<file path="config.mk">
export PLATFORM = sky130hd
export DESIGN_NAME = jump_controller
export DESIGN_NICKNAME = d
export VERILOG_FILES = /design/src/rtl/jump_controller.sv
export SDC_FILE = /design/constraint.sdc
export NUM_CORES = 1
export LEC_CHECK = 0
export CORE_AREA = 2 2 56 71
export CTS_BUF_LIST = sky130_fd_sc_hd__clkbuf_4 sky130_fd_sc_hd__clkbuf_8
export DETAILED_ROUTE_END_ITERATION = 6
export DIE_AREA = 0 0 58 73
export PLACE_DENSITY = 0.84
export SYNTH_ARGS = -nofsm -noshare
export SYNTH_HDL_FRONTEND = slang
export SYNTH_SLANG_ARGS = --single-unit
</file>
<file path="constraint.sdc">
create_clock -name clk -period 2.05 [get_ports clk]
set_clock_uncertainty 0.05 [all_clocks]
set_input_delay 0.41 -clock clk [delete_from_list [all_inputs] [get_ports clk]]
set_output_delay 0.41 -clock clk [all_outputs]
set_load 0.1 [all_outputs]
</file>
<file path="src/rtl/jump_controller.sv">
// Button synchroniser/debouncer feeding a jump FSM with a landing watchdog and a saturating jump counter.
// Optional `JUMP_BUFFER_EN`: a one-deep buffer holds a press made during a flight and issues it on landing.
module jump_controller #(
  parameter int DEBOUNCE_MS     = 20,
  parameter int LAND_TIMEOUT_MS = 120,
  parameter int COUNT_WIDTH     = 10
) (
  input  logic                   clk,
  input  logic                   rst,
  input  logic                   module_en,
  input  logic                   btn_left,
  input  logic                   btn_right,
  input  logic                   one_ms_tick,
  input  logic                   landed,
  output logic                   jump_left,
  output logic                   jump_right,
  output logic                   busy,
  output logic [COUNT_WIDTH-1:0] jump_count,
  output logic                   land_timeout,
  output logic                   dbg_state
);

  localparam int DB_W = $clog2(DEBOUNCE_MS + 1);
  localparam int WD_W = $clog2(LAND_TIMEOUT_MS + 1);
  localparam logic [DB_W-1:0] DB_LAST = DB_W'(DEBOUNCE_MS - 1);
  localparam logic [WD_W-1:0] WD_LAST = WD_W'(LAND_TIMEOUT_MS - 1);

  typedef enum logic {S_IDLE = 1'b0, S_FLIGHT = 1'b1} state_t;

  // Bit 0 is the left button, bit 1 the right button throughout.
  logic [1:0]      w_btn;
  logic [1:0]      r_meta;
  logic [1:0]      r_sync;
  logic [1:0]      r_stable;
  logic [1:0]      r_stable_q;
  logic [DB_W-1:0] r_db_cnt [2];
  logic [1:0]      w_press;

  assign w_btn   = {btn_right, btn_left};
  assign w_press = r_stable & ~r_stable_q;

  always_ff @(posedge clk) begin
    if (rst) begin
      r_meta     <= '0;
      r_sync     <= '0;
      r_stable   <= '0;
      r_stable_q <= '0;
      for (int b = 0; b < 2; b++) r_db_cnt[b] <= '0;
    end else begin
      r_meta     <= w_btn;
      r_sync     <= r_meta;
      r_stable_q <= r_stable;
      for (int b = 0; b < 2; b++) begin
        if (r_sync[b] == r_stable[b]) begin
          r_db_cnt[b] <= '0;
        end else if (one_ms_tick) begin
          if (r_db_cnt[b] == DB_LAST) begin
            r_stable[b] <= ~r_stable[b];
            r_db_cnt[b] <= '0;
          end else begin
            r_db_cnt[b] <= r_db_cnt[b] + DB_W'(1);
          end
        end
      end
    end
  end

  state_t                 r_state, w_state_n;
  logic                   r_jump_left, w_jump_left_n;
  logic                   r_jump_right, w_jump_right_n;
  logic                   r_busy, w_busy_n;
  logic [COUNT_WIDTH-1:0] r_count, w_count_n;
  logic                   r_land_to, w_land_to_n;
  logic [WD_W-1:0]        r_wd, w_wd_n;
`ifdef JUMP_BUFFER_EN
  logic                   r_buf_valid, w_buf_valid_n;
  logic                   r_buf_right, w_buf_right_n;
`endif

  always_comb begin
    w_state_n      = r_state;
    w_jump_left_n  = 1'b0;
    w_jump_right_n = 1'b0;
    w_busy_n       = r_busy;
    w_count_n      = r_count;
    w_land_to_n    = 1'b0;
    w_wd_n         = r_wd;
`ifdef JUMP_BUFFER_EN
    w_buf_valid_n  = r_buf_valid;
    w_buf_right_n  = r_buf_right;
`endif
    case (r_state)
      S_IDLE: begin
        if (module_en && (|w_press)) begin
          w_jump_left_n  = w_press[0];
          w_jump_right_n = ~w_press[0];
          w_busy_n       = 1'b1;
          w_wd_n         = '0;
          w_state_n      = S_FLIGHT;
        end
      end
      S_FLIGHT: begin
`ifdef JUMP_BUFFER_EN
        // No capture while a command is on the wire, so a landing on the very next
        // cycle cannot produce two back-to-back command pulses.
        if (module_en && !r_buf_valid && !(r_jump_left || r_jump_right) && (|w_press)) begin
          w_buf_valid_n = 1'b1;
          w_buf_right_n = ~w_press[0];
        end
`endif
        if (landed) begin
          if (r_count != '1) w_count_n = r_count + COUNT_WIDTH'(1);
`ifdef JUMP_BUFFER_EN
          w_buf_valid_n = 1'b0;
          if (r_buf_valid) begin
            w_jump_left_n  = ~r_buf_right;
            w_jump_right_n = r_buf_right;
            w_wd_n         = '0;
          end else begin
            w_busy_n  = 1'b0;
            w_state_n = S_IDLE;
          end
`else
          w_busy_n  = 1'b0;
          w_state_n = S_IDLE;
`endif
        end else if (one_ms_tick) begin
          if (r_wd == WD_LAST) begin
            w_land_to_n = 1'b1;
            w_busy_n    = 1'b0;
            w_wd_n      = '0;
            w_state_n   = S_IDLE;
`ifdef JUMP_BUFFER_EN
            w_buf_valid_n = 1'b0;
`endif
          end else begin
            w_wd_n = r_wd + WD_W'(1);
          end
        end
      end
      default: w_state_n = S_IDLE;
    endcase
  end

  always_ff @(posedge clk) begin
    if (rst) begin
      r_state      <= S_IDLE;
      r_jump_left  <= 1'b0;
      r_jump_right <= 1'b0;
      r_busy       <= 1'b0;
      r_count      <= '0;
      r_land_to    <= 1'b0;
      r_wd         <= '0;
`ifdef JUMP_BUFFER_EN
      r_buf_valid  <= 1'b0;
      r_buf_right  <= 1'b0;
`endif
    end else begin
      r_state      <= w_state_n;
      r_jump_left  <= w_jump_left_n;
      r_jump_right <= w_jump_right_n;
      r_busy       <= w_busy_n;
      r_count      <= w_count_n;
      r_land_to    <= w_land_to_n;
      r_wd         <= w_wd_n;
`ifdef JUMP_BUFFER_EN
      r_buf_valid  <= w_buf_valid_n;
      r_buf_right  <= w_buf_right_n;
`endif
    end
  end

  assign jump_left    = r_jump_left;
  assign jump_right   = r_jump_right;
  assign busy         = r_busy;
  assign jump_count   = r_count;
  assign land_timeout = r_land_to;
  assign dbg_state    = (r_state == S_FLIGHT);

endmodule

</file>
# == Yosys cells after proc, flatten, opt, wreduce, memory -nomap -nowiden ==
# Memory sizes are Yosys's and may differ from the RTL's.
# Index checks and enable logic that the tools add are counted.
# totals
register_bits,30
latchBits,0
mem_bits_rw,10
rom_bits,0
in_bits,7
output_inout_bits,15
wordCells,103
n_memories,1
# memory_table
name,words,word_bits,rd,rd_ports_with_merged_regs,write_ports,line,source
r_db_cnt,2,5,2,0,2,36,logic [DB_W-1:0] r_db_cnt [2];
# classes
n_addsub,4
multipliers,0
div,0
n_lt_le_gt_ge,0
eq_ne,11
shifts,0
muxes,50
bitwise,16
reduce_logical,9
# ops
operator,n
2-to-1 mux 1 bit,37
2-to-1 mux 5 bit,6
2-to-1 mux 7 bit,4
AND reduction 3 bit,5
one-hot mux 7 bit (2 select lines),1
adder 10 x 1 -> 10 bit (second input constant),1
adder 5 x 1 -> 5 bit (second input constant),2
== test 5 bit (second input constant),2
inequality test 10 bit (second input constant),1
inverter 1 bit,8
adder 7 x 1 -> 7 bit (second input constant),1
== test 7 bit (second input constant),1
inequality test 2 bit (second input constant),3
OR 1 bit,6
one-hot mux 1 bit (2 select lines),2
OR reduction 4 bit,1
inequality test 3 x 2 -> 1 bit (second input constant),1
inequality test 3 bit (second input constant),1
OR reduction 3 bit,1
bitwise AND 2 bit,1
== test 1 bit,2
inverter 2 bit,1
OR reduction 2 bit,1
logical AND 1 bit,1

# == Logic depth before layout (Yosys ltp) ==
# depth
word_depth,8
mapped_depth,5
mapped_depth_nobuf,5

# == Worst setup path after synthesis ==
# No wires, ideal clock.
# synth_path
path_kind,reg-to-reg
from,"register r_count[0], in the netlist jump_count[0]"
to,"register r_count[1], in the netlist jump_count[1]"
setup_ns,0.128
arrival_time_ns,1.991
t_required_ns,1.872
path_slack_ns,-0.118
stages_incl_launch_ff,6
path_buffers,0
synth_period_minus_slack_ns,2.168
path_cell_list,dfxtp_1 ha_1 nand3_1 o31ai_4 mux2i_1 nor2_1
# synth_via
elab_chain_len,2
elab_cells_between_ends,3
classes_between,add/sub (1); eq/ne (1); reduce/logical (1)
# synth_rtl
element,line,source
from (decl),72,"logic [COUNT_WIDTH-1:0] r_count, w_count_n;"
from (signal assigned),163,r_count <= w_count_n;
branches (longest 2 deep; another with adder 10 x 1 -> 10 bit),-,
# Parallel ways; which one is timed is not known.
# A chain may end at the register's enable or synchronous reset.

==> flow_summary.html <==
<table>
<tr><th>Metric</th><th>Value</th></tr>
<tr><th colspan="2">Critical path</th></tr>
<tr><td>Critical Path, Cell by Cell</td><td>ha_1, nor4bb_1, nor2_1, nand2_1, nor2_1</td></tr>
<tr><td>Worst flop-to-flop path startpoint</td><td>r_db_cnt[0][0]</td></tr>
<tr><td>Crit path launch</td><td>r_db_cnt[0][0]</td></tr>
<tr><td>RR Endpoint</td><td>r_db_cnt[0][2]</td></tr>
<tr><td>Kind of capture point of the worst setup path</td><td>flip-flop</td></tr>
<tr><td>Worst endpoint required time</td><td>2050 ps</td></tr>
<tr><td>Largest fanout on the critical path</td><td>4</td></tr>
<tr><td>Minimum setup slack among reg-to-reg paths</td><td>290 ps</td></tr>
<tr><td>Arrival time reported for the critical path endpoint</td><td>1760 ps</td></tr>
<tr><td>Critical path class</td><td>flip-flop to flip-flop</td></tr>
<tr><td>Top cell by count, worst path</td><td>sky130_fd_sc_hd__nor2_1</td></tr>
<tr><td>R2r worst-path depth</td><td>5</td></tr>
<tr><td>Critical Path Start Type</td><td>flip-flop</td></tr>
<tr><td>Cell with the largest stage delay on the worst path</td><td>sky130_fd_sc_hd__nor4bb_1</td></tr>
<tr><td>Critical Path Max Stage Delay</td><td>560 ps</td></tr>
<tr><td>Critical Path Sink</td><td>r_db_cnt[0][2]</td></tr>
<tr><th colspan="2">Global route</th></tr>
<tr><td>Aggregate global-route resource usage</td><td>18.79%</td></tr>
<tr><td>Antenna violations before repair</td><td>0</td></tr>
<tr><td>Vias in the first global route</td><td>1347</td></tr>
<tr><td>Pin count of the biggest net entering global routing</td><td>20</td></tr>
<tr><td>First-pass GRT wire length</td><td>6.030 mm</td></tr>
<tr><td>Overflow left after global routing</td><td>0</td></tr>
<tr><th colspan="2">Clock tree</th></tr>
<tr><td>Setup fix buffers added after clock tree synthesis</td><td>0</td></tr>
<tr><td>Hold buffers post-CTS</td><td>0</td></tr>
<tr><td>CTS tree</td><td>built</td></tr>
<tr><td>Register clock-pin slew on the reported worst setup and hold paths</td><td>80 ps</td></tr>
<tr><td>CTS root buffer</td><td>sky130_fd_sc_hd__clkbuf_8</td></tr>
<tr><td>Clk buf depth</td><td>2</td></tr>
<tr><td>Clock buffers created by TritonCTS</td><td>5</td></tr>
<tr><td>Htree depth</td><td>2</td></tr>
<tr><td>Clock sink total</td><td>40</td></tr>
<tr><td>Clock insertion delay at the later pin of the skew report</td><td>290 ps</td></tr>
<tr><td>Number of instances resized during post-cts repair</td><td>0</td></tr>
<tr><th colspan="2">Floorplanning</th></tr>
<tr><td>Die X</td><td>58 µm</td></tr>
<tr><td>Placement Rows</td><td>25</td></tr>
<tr><td>Die Outline Area</td><td>4234 µm²</td></tr>
<tr><td>Num ports</td><td>22</td></tr>
<tr><td>Core area</td><td>3628 µm²</td></tr>
<tr><td>Initial cell density of the core</td><td>52.10%</td></tr>
<tr><td>Die outline height</td><td>73 µm</td></tr>
<tr><th colspan="2">STA</th></tr>
<tr><td>Setup repair after global routing missed its margin</td><td>false</td></tr>
<tr><td>Post-layout min period</td><td>1765 ps</td></tr>
<tr><td>Final critical-path share of the clock period</td><td>86.09%</td></tr>
<tr><td>FMAX</td><td>566.6 MHz</td></tr>
<tr><td>Slew Limit Fails</td><td>0</td></tr>
<tr><td>Least-Margin Pin Slew</td><td>580.7 ps</td></tr>
<tr><td>Worst slew margin</td><td>60.76%</td></tr>
<tr><td>Post-layout worst setup margin</td><td>285.2 ps</td></tr>
<tr><td>Count of endpoints failing setup in the final report</td><td>0</td></tr>
<tr><td>Number of hold violations in the final report</td><td>0</td></tr>
<tr><th colspan="2">Routing</th></tr>
<tr><td>Number of DRC violations after detailed routing</td><td>0</td></tr>
<tr><td>Top sig layer</td><td>met4</td></tr>
<tr><td>DR WL met2</td><td>1.729 mm</td></tr>
<tr><td>Routed via count divided by cell count</td><td>5.698</td></tr>
<tr><td>Detailed Route WL</td><td>3.516 mm</td></tr>
<tr><td>Starting DRC count in detailed routing</td><td>37</td></tr>
<tr><td>Number of iterations in the first detailed-routing pass</td><td>4</td></tr>
<tr><td>DR WL met3</td><td>146 µm</td></tr>
<tr><td>DR WL/cell</td><td>13.63 µm</td></tr>
<tr><td>Final ANT Viol Nets</td><td>0</td></tr>
<tr><td>Via count</td><td>1470</td></tr>
<tr><td>Detailed-route wire length on metal 1</td><td>1.570 mm</td></tr>
<tr><th colspan="2">Place</th></tr>
<tr><td>Count of input and output buffers</td><td>21</td></tr>
<tr><td>Worst-case setup slack after placement</td><td>81.20 ps</td></tr>
<tr><td>Sum of net half-perimeters after detailed placement</td><td>2.494 mm</td></tr>
<tr><td>Final weighted congestion in routability-driven placement</td><td>0.8088</td></tr>
<tr><th colspan="2">Finish</th></tr>
<tr><td>Relative area change from synthesis to final layout</td><td>21.24%</td></tr>
<tr><td>Util after Layout</td><td>63.17%</td></tr>
<tr><td>Total of fill cells in the finished design</td><td>288</td></tr>
<tr><td>Total Nets Final</td><td>228</td></tr>
<tr><td>Antenna cells</td><td>0</td></tr>
<tr><td>Most common cell after layout, fill and taps aside</td><td>sky130_fd_sc_hd__dfxtp_1</td></tr>
<tr><td>Layout cell share with drive strength beyond 1</td><td>22.02%</td></tr>
<tr><td>Highest-count cells in the layout ignoring fill and taps</td><td>sky130_fd_sc_hd__dfxtp_1 (25), sky130_fd_sc_hd__nor2_1 (18), sky130_fd_sc_hd__buf_4 (16)</td></tr>
<tr><th colspan="2">Synthesis</th></tr>
<tr><td>Dominant synthesized flop cell</td><td>sky130_fd_sc_hd__dfxtp_1</td></tr>
<tr><td>Total number of yosys warnings</td><td>0</td></tr>
<tr><td>Post-Synthesis Mean Instance Area</td><td>10.00 µm²</td></tr>
<tr><td>Total of flip-flops plus latches after synthesis</td><td>40</td></tr>
<tr><td>Number of distinct library cells after synthesis</td><td>56</td></tr>
<tr><td>Fraction of registers with async set/reset</td><td>0%</td></tr>
<tr><td>Nets in the synthesized netlist</td><td>200</td></tr>
<tr><td>Cell Area, Synth</td><td>1891 µm²</td></tr>
<tr><td>Cell count after synthesis</td><td>189</td></tr>
<tr><td>Sequential-to-total area share from yosys stat</td><td>47.65%</td></tr>
<tr><td>Count of flip-flops with a built-in enable after synthesis</td><td>10</td></tr>
<tr><th colspan="2">Pwr</th></tr>
<tr><td>IR drop worst, VDD</td><td>0.0006850 V</td></tr>
<tr><td>Total design power</td><td>1.501 mW</td></tr>
<tr><td>Power share of the sequential group</td><td>54.4%</td></tr>
<tr><td>Fraction of power spent switching nets</td><td>19.41%</td></tr>
<tr><td>Switching power summed over all nets</td><td>0.2912 mW</td></tr>
<tr><td>Portion of total power attributed to combinational logic</td><td>3.1%</td></tr>
<tr><td>Internal power</td><td>1.209 mW</td></tr>
<tr><td>Leak</td><td>0.8988 nW</td></tr>
<tr><td>Clock group share of total power</td><td>42.5%</td></tr>
<tr><td>Power Dens Cells</td><td>654.7 nW/µm²</td></tr>
<tr><th colspan="2">Run</th></tr>
<tr><td>Maxcap violations</td><td>0</td></tr>
<tr><th colspan="2">Min path</th></tr>
<tr><td>Type of the tightest min-delay check</td><td>flip-flop to flip-flop</td></tr>
<tr><th colspan="2">Outcome</th></tr>
<tr><td>Outcome</td><td>finished, final reports clean</td></tr>
</table>
[Yosys cell counts (2+ instances only)]
cell type | instances | area share (%)
sky130_fd_sc_hd__dfxtp_1 | 30 | 32
sky130_fd_sc_hd__nor2_1 | 18 | 3.6
sky130_fd_sc_hd__nand2_1 | 14 | 2.8
sky130_fd_sc_hd__nand3_1 | 12 | 3.2
sky130_fd_sc_hd__edfxtp_1 | 10 | 16
sky130_fd_sc_hd__a21oi_1 | 9 | 2.4
sky130_fd_sc_hd__xor2_1 | 9 | 4.2
sky130_fd_sc_hd__nor2b_1 | 8 | 2.6
sky130_fd_sc_hd__inv_1 | 6 | 1.2
sky130_fd_sc_hd__and3_1 | 4 | 1.3
sky130_fd_sc_hd__ha_1 | 4 | 2.6
sky130_fd_sc_hd__o21ai_0 | 4 | 1.1
sky130_fd_sc_hd__o31ai_1 | 4 | 1.6
sky130_fd_sc_hd__nand2b_1 | 3 | 0.99
sky130_fd_sc_hd__nor3_1 | 3 | 0.79
sky130_fd_sc_hd__and2b_1 | 2 | 0.79
sky130_fd_sc_hd__buf_1 | 2 | 0.40
sky130_fd_sc_hd__buf_4 | 2 | 0.79
sky130_fd_sc_hd__mux2i_1 | 2 | 1.1
sky130_fd_sc_hd__nand4_1 | 2 | 0.66
sky130_fd_sc_hd__nor4bb_1 | 2 | 1.1
sky130_fd_sc_hd__o41ai_1 | 2 | 0.93
sky130_fd_sc_hd__or3_1 | 2 | 0.66
sky130_fd_sc_hd__or4_1 | 2 | 0.79
sky130_fd_sc_hd__xnor2_1 | 2 | 0.93
[worst max-delay path, delay by kind of cell (launching register included)]
kind | cells | cell delay (ps)
adder cells (fa/ha/maj) | 1 | 210
AND/OR/NAND/NOR | 4 | 890
flip-flops | 1 | 380
[through the flow]
step | hold WS, ps | instance area [µm²] | TNS, ps | instances
after detailed placement | 379.1 | 2181 | 0 | 250
after global placement | 366.9 | 2181 | 0 | 250
after CTS | 410.7 | 2292 | 0 | 258
final | 405.8 | 2292 | 0 | 258
after global routing | 416.2 | 2292 | 0 | 258
after floorplan | 363.8 | 1897 | -41.06 | 189
[power groups by stage]
| stage | sequential, mW | clock [mW] | combinational, mW |
|---|---|---|---|
| finish | 0.817 | 0.637 | 0.0466 |
| floorplan | 0.834 | 0 | 0.0260 |
| global placement | 0.835 | 0 | 0.0465 |
| CTS | 0.817 | 0.653 | 0.0467 |
| global route | 0.817 | 0.683 | 0.0513 |
| detailed placement | 0.835 | 0 | 0.0463 |
[cell type report]
| type | instances | area, µm² | area share, % |
|---|---|---|---|
| tap | 40 | 50.05 | 2.183 |
| inverter | 6 | 22.52 | 0.9825 |
| clock buffer | 6 | 76.32 | 3.330 |
| sequential | 40 | 907.1 | 39.57 |
| clock inverter | 2 | 35.03 | 1.528 |
| timing repair buffer | 26 | 260.3 | 11.35 |
| multi-input combinational | 138 | 940.9 | 41.05 |
[how the worst min path moves through the flow]
stage	from	endpoint	slack [ps]	cells past startpoint
2_1_floorplan	r_meta[0]	r_sync[0]	360	1
3_3_place_gp	r_meta[1]	r_sync[1]	370	1
3_5_place_dp	r_meta[1]	r_sync[1]	380	1
4_1_cts	r_meta[0]	r_sync[0]	410	1
5_1_grt	r_meta[1]	r_sync[1]	420	1
6_report	r_meta[1]	r_sync[1]	410	1
[registers in the layout (all words and copies together), names as in the netlist]
name	cells
jump_count	10
r_db_cnt	10
r_wd	7
r_meta	2
r_stable	2
r_stable_q	2
r_sync	2
busy	1
dbg_state	1
jump_left	1
jump_right	1
land_timeout	1
[metal layers]
| metal | track usage (%) | up-vias |
|---|---|---|
| li1 | - | 741 |
| met1 | 23.62 | 694 |
| met2 | 29.17 | 29 |
| met3 | 5.319 | 6 |
| met4 | 9.819 | 0 |
| met5 | 0 | - |
[kinds of logic after synthesis]
kind of cell	share of synthesized area, %
simple gates	28.46
flops	47.65
fa+ha+maj	2.647
mux	1.059
buf+inv	2.581
compound gates	12.51
xor+xnor	5.096
No activity file was read; power rests on OpenSTA's default activity.
